File: config.mk
export PLATFORM = sky130hd
export DESIGN_NAME = song_sequencer
export DESIGN_NICKNAME = d
export VERILOG_FILES = /design/src/rtl/song_sequencer.sv
export SDC_FILE = /design/constraint.sdc
export NUM_CORES = 1
export LEC_CHECK = 0
export CAP_MARGIN = 40
export CORE_MARGIN = 2
export CORE_UTILIZATION = 52
export DETAILED_ROUTE_END_ITERATION = 16
export PLACE_DENSITY_LB_ADDON = 0.05
export SLEW_MARGIN = 20
export SYNTH_ARGS = -nofsm -noshare
export SYNTH_HDL_FRONTEND = slang
export SYNTH_SLANG_ARGS = --single-unit
export TNS_END_PERCENT = 20
File: constraint.sdc
create_clock -name clk -period 3.4 [get_ports clk]
set_input_delay 0.34 -clock clk [delete_from_list [all_inputs] [get_ports clk]]
set_output_delay 0.34 -clock clk [all_outputs]
set_load 0.005 [all_outputs]
File: src/rtl/song_sequencer.sv
// Song sequencer: frame ticks -> beats -> pattern ROM fetch.
// Drives note selects, decaying envelopes and the kick sweep.
module song_sequencer #(
  parameter int          SONG_LEN       = 288,
  parameter int          TICKS_PER_BEAT = 6,
  parameter logic [8:0]  KICK_START     = 9'h180
) (
  input  logic        clk,
  input  logic        reset,
  input  logic        tick_strobe,
  input  logic        run,
  input  logic        restart,
  output logic [8:0]  rom_addr,
  input  logic [12:0] rom_data,
  output logic [8:0]  songpos,
  output logic        beat,
  output logic [2:0]  mel_note,
  output logic [1:0]  mel_oct,
  output logic [2:0]  bass_note,
  output logic [1:0]  bass_oct,
  output logic [5:0]  sqr_vol,
  output logic [5:0]  bass_vol,
  output logic        kick_on,
  output logic [8:0]  kick_inc
);

  localparam int TW = $clog2(TICKS_PER_BEAT + 1);
  localparam logic [8:0] LAST = 9'(SONG_LEN - 1);
  localparam logic [TW-1:0] TPB = TW'(TICKS_PER_BEAT);

  logic [TW-1:0] tick_ctr;
  logic [TW-1:0] tick_nxt;
  logic          load_pend;
  logic          tick_pend;
  logic          tick_go;
  logic          beat_go;
  logic [1:0]    kick_ctr;
  logic [8:0]    pos_nxt;
  logic [5:0]    sqr_dec;
  logic [5:0]    bass_dec;
  logic [8:0]    kick_dec;

  assign rom_addr = songpos;
  assign kick_on  = (kick_ctr != 2'd0);

  always_comb begin
    tick_go  = (tick_strobe | tick_pend) & ~load_pend;
    tick_nxt = tick_ctr + 1'b1;
    beat_go  = tick_go & run & (tick_nxt == TPB);
    pos_nxt  = (songpos == LAST) ? 9'd0 : songpos + 9'd1;
    sqr_dec  = sqr_vol - (sqr_vol >> 3);
    bass_dec = bass_vol - (bass_vol >> 2);
    kick_dec = kick_inc - (kick_inc >> 3);
  end

  always_ff @(posedge clk) begin
    if (reset) begin
      songpos   <= LAST;
      tick_ctr  <= '0;
      load_pend <= 1'b0;
      tick_pend <= 1'b0;
      beat      <= 1'b0;
      mel_note  <= '0;
      mel_oct   <= '0;
      bass_note <= '0;
      bass_oct  <= '0;
      sqr_vol   <= '0;
      bass_vol  <= '0;
      kick_ctr  <= '0;
      kick_inc  <= '0;
    end else if (restart) begin
      songpos   <= LAST;
      tick_ctr  <= '0;
      load_pend <= 1'b0;
      tick_pend <= 1'b0;
      beat      <= 1'b0;
    end else begin
      beat <= 1'b0;
      if (load_pend) begin
        load_pend <= 1'b0;
        // a frame tick landing on the fetch cycle is deferred
        tick_pend <= tick_pend | tick_strobe;
        mel_note  <= rom_data[2:0];
        mel_oct   <= rom_data[4:3];
        bass_note <= rom_data[8:6];
        bass_oct  <= rom_data[10:9];
        if (rom_data[5])
          sqr_vol <= 6'd63;
        if (rom_data[11])
          bass_vol <= 6'd63;
        if (rom_data[12]) begin
          kick_ctr <= 2'd1;
          kick_inc <= KICK_START;
        end
      end else if (tick_go) begin
        tick_pend <= tick_pend & tick_strobe;
        if (beat_go) begin
          tick_ctr  <= '0;
          songpos   <= pos_nxt;
          beat      <= 1'b1;
          load_pend <= 1'b1;
        end else begin
          if (run)
            tick_ctr <= tick_nxt;
          sqr_vol  <= sqr_dec;
          bass_vol <= bass_dec;
          if (kick_ctr != 2'd0) begin
            kick_ctr <= kick_ctr + 2'd1;
            kick_inc <= kick_dec;
          end
        end
      end
    end
  end

endmodule

==> reports/qor.yml <==
via_count: 2396
synth_flop_cell: "dfxtp_1"
slew_viol_final: 0
cts_hold_buf: 0
yosys-top-cells-count: "47 x dfxtp_1, 39 x nand2_1, 29 x a21oi_1"
ys_warn_count: 0
avgViaCountPerCell: 5.42
overflow: 0
wire_per_inst_um: 13.1
rsz0062_at_grt: "no"
fmax_ghz: 0.452
antenna_found_initial: 0
setup_viol: 0
die_y_um: 74.8
rows: 25
worst_ir_drop_vdd_uv: 234
cts-resized-gates: 0
wl_um: 5800
n_antenna_cell: 0
fin_area_um2: 3360
utilization_pct: 70.1
drcViolationCount: 0
reg2reg_slack_ns: 1.19
grtUsageTotal_pct: 22.3
post_cts_buffers: 0
syn_avg_cell_area_um2: 8.25
ys_seq_elements: 47
drive_gt1_share_pct: 5.33
drtIter0Drc: 73
grt_max_degree: 23
clk_latency_ns: 0.30
synth_async_sr_flop_share_pct: 0
n_fill_cell: 431
cts_tree: "yes"
synth.area.top_cells: "dfxtp_1 36%, ha_1 8.2%, nand2_1 5.6%"
finalCritPeriodShare_pct: 65.1
max_slew.worst_pin.slew_ns: 0.732
dieArea_um2: 5600
port_buffers: 68
power_density_nw_per_um2: 321
fin_setup_tns_ns: 0
synth-edff-count: 0
post-route-min-period_ns: 2.21
start_kind: "flop"
start_util_pct: 54.5
place_congestion: 0.952
dieWidth_um: 74.8
critical_path_class: "reg -> reg"
cts.sinks: 47
yosysTopAreaCellShare_pct: 36.1
synth_cells: 316
cts_buffer_depth: 2
p_leak_uw: 0.00129
worstPathMaxFanout: 13
dpl_cell_area_um2: 3270
dr.pass1.iters: 4
area_growth_pct: 28.7
ios: 69
cts_root_buf: "clkbuf_8"
hold_path_class: "reg -> reg"
grt_pass1_wl_um: 9690
ys_seq_area_share_pct: 36.1
yosysMostFrequentCell: "dfxtp_1"
status: "completed"
numCtsBuffers: 5
htreeDepth: 2
ant_nets: 0
cp.arrival_ns: 2.42
synth.distinct_cells: 54
netlist_area_um2: 2610
hpwl_um: 4380
clk_pin_slew_ns: 0.08
worstSetupEndpointType: "flop"
max-slew-margin-rel_pct: 51.0
syn_nets: 354
skew_ns: 0.00736
nets: 413
first_global_vias: 2118
drv_cap: 0
synth.largest_area_cell: "dfxtp_1"
finalHoldViolations: 0
cp.required_ns: 3.60
core-area_um2: 4790
timing.hold.ws_ns: 0.454
==> cell type report <==
class,instances,area (µm²),share of cell area (%)
Tap cell,67,83.8,2.50
Timing Repair Buffer,70,696,20.7
Sequential cell,47,941,28.0
Multi-Input combinational cell,223,1440,43.0
Clock inverter,1,5.00,0.149
Inverter,28,105,3.13
Clock buffer,6,82.6,2.46
==> metrics by stage <==
step	setup slack [ns]	total power (µW)	cells
after global routing	0.985	1130	442
final	1.19	1080	442
after floorplan	1.56	684	316
after global placement	1.11	749	435
after detailed placement	1.00	754	435
after CTS	1.15	1090	442
==> layer usage <==
layer	global-route usage, %	vias to the layer above	part of all wire [%]
li1	-	1223	-
met1	28.0	1101	44
met2	38.5	66	49
met3	4.69	6	5.5
met4	6.55	0	1.2
met5	0	-	0
==> registers in the layout (all words and copies together) (netlist names), 2 cells and up <==
| signal | count |
|---|---|
| bass_oct | 2 |
| bass_note | 3 |
| mel_oct | 2 |
| mel_note | 3 |
| kick_ctr | 2 |
| kick_inc | 9 |
| tick_ctr | 3 |
| rom_addr | 9 |
| bass_vol | 6 |
| sqr_vol | 6 |
==> cell families after synthesis <==
group           Yosys count  share of synthesized area [%]
simple gates            113                           21.6
fa+ha+maj                20                           10.5
xor+xnor                  8                           2.69
mux                       2                          0.768
compound gates           80                           19.8
flops                    47                           36.1
buf+inv                  46                           8.59
==> critical path: stages (launching register included) <==
cell and delay (ns):
dfxtp_1 0.38, ha_1 0.22, xor2_1 0.21, nand4b_1 0.47, and3_1 0.43, and3_1 0.18
a211oi_1 0.23
==> power breakdown <==
part           total (µW)  switching [µW]  internal, µW
Clock                 337             177           160
Sequential            576            14.7           562
Combinational         165            77.6          87.0
==> worst paths after layout <==
path,end,cells past startpoint,from
max reg2reg,sqr_vol[3],6,tick_ctr[0]
max,sqr_vol[3],6,tick_ctr[0]
min,mel_oct[1],2,mel_oct[1]
min reg2reg,mel_oct[1],2,mel_oct[1]
==> layout by cell type (no fill, tap or decap), types with 3 or more instances in the layout <==
| cell type | count |
|---|---|
| a311oi_1 | 5 |
| clkdlybuf4s50_1 | 68 |
| dfxtp_1 | 47 |
| nand2_1 | 39 |
| nor2b_1 | 5 |
| nand4_1 | 3 |
| a211oi_1 | 7 |
| xnor2_1 | 3 |
| ha_1 | 17 |
| nor2_1 | 19 |
| xor2_1 | 5 |
| o21a_1 | 5 |
| nand3_1 | 17 |
| a21oi_1 | 29 |
| and3_1 | 3 |
| inv_1 | 27 |
| o21ai_0 | 16 |
| clkbuf_8 | 6 |
| nor3_1 | 8 |
| fa_1 | 3 |
Note: power is estimated with default switching activity, not from simulation.
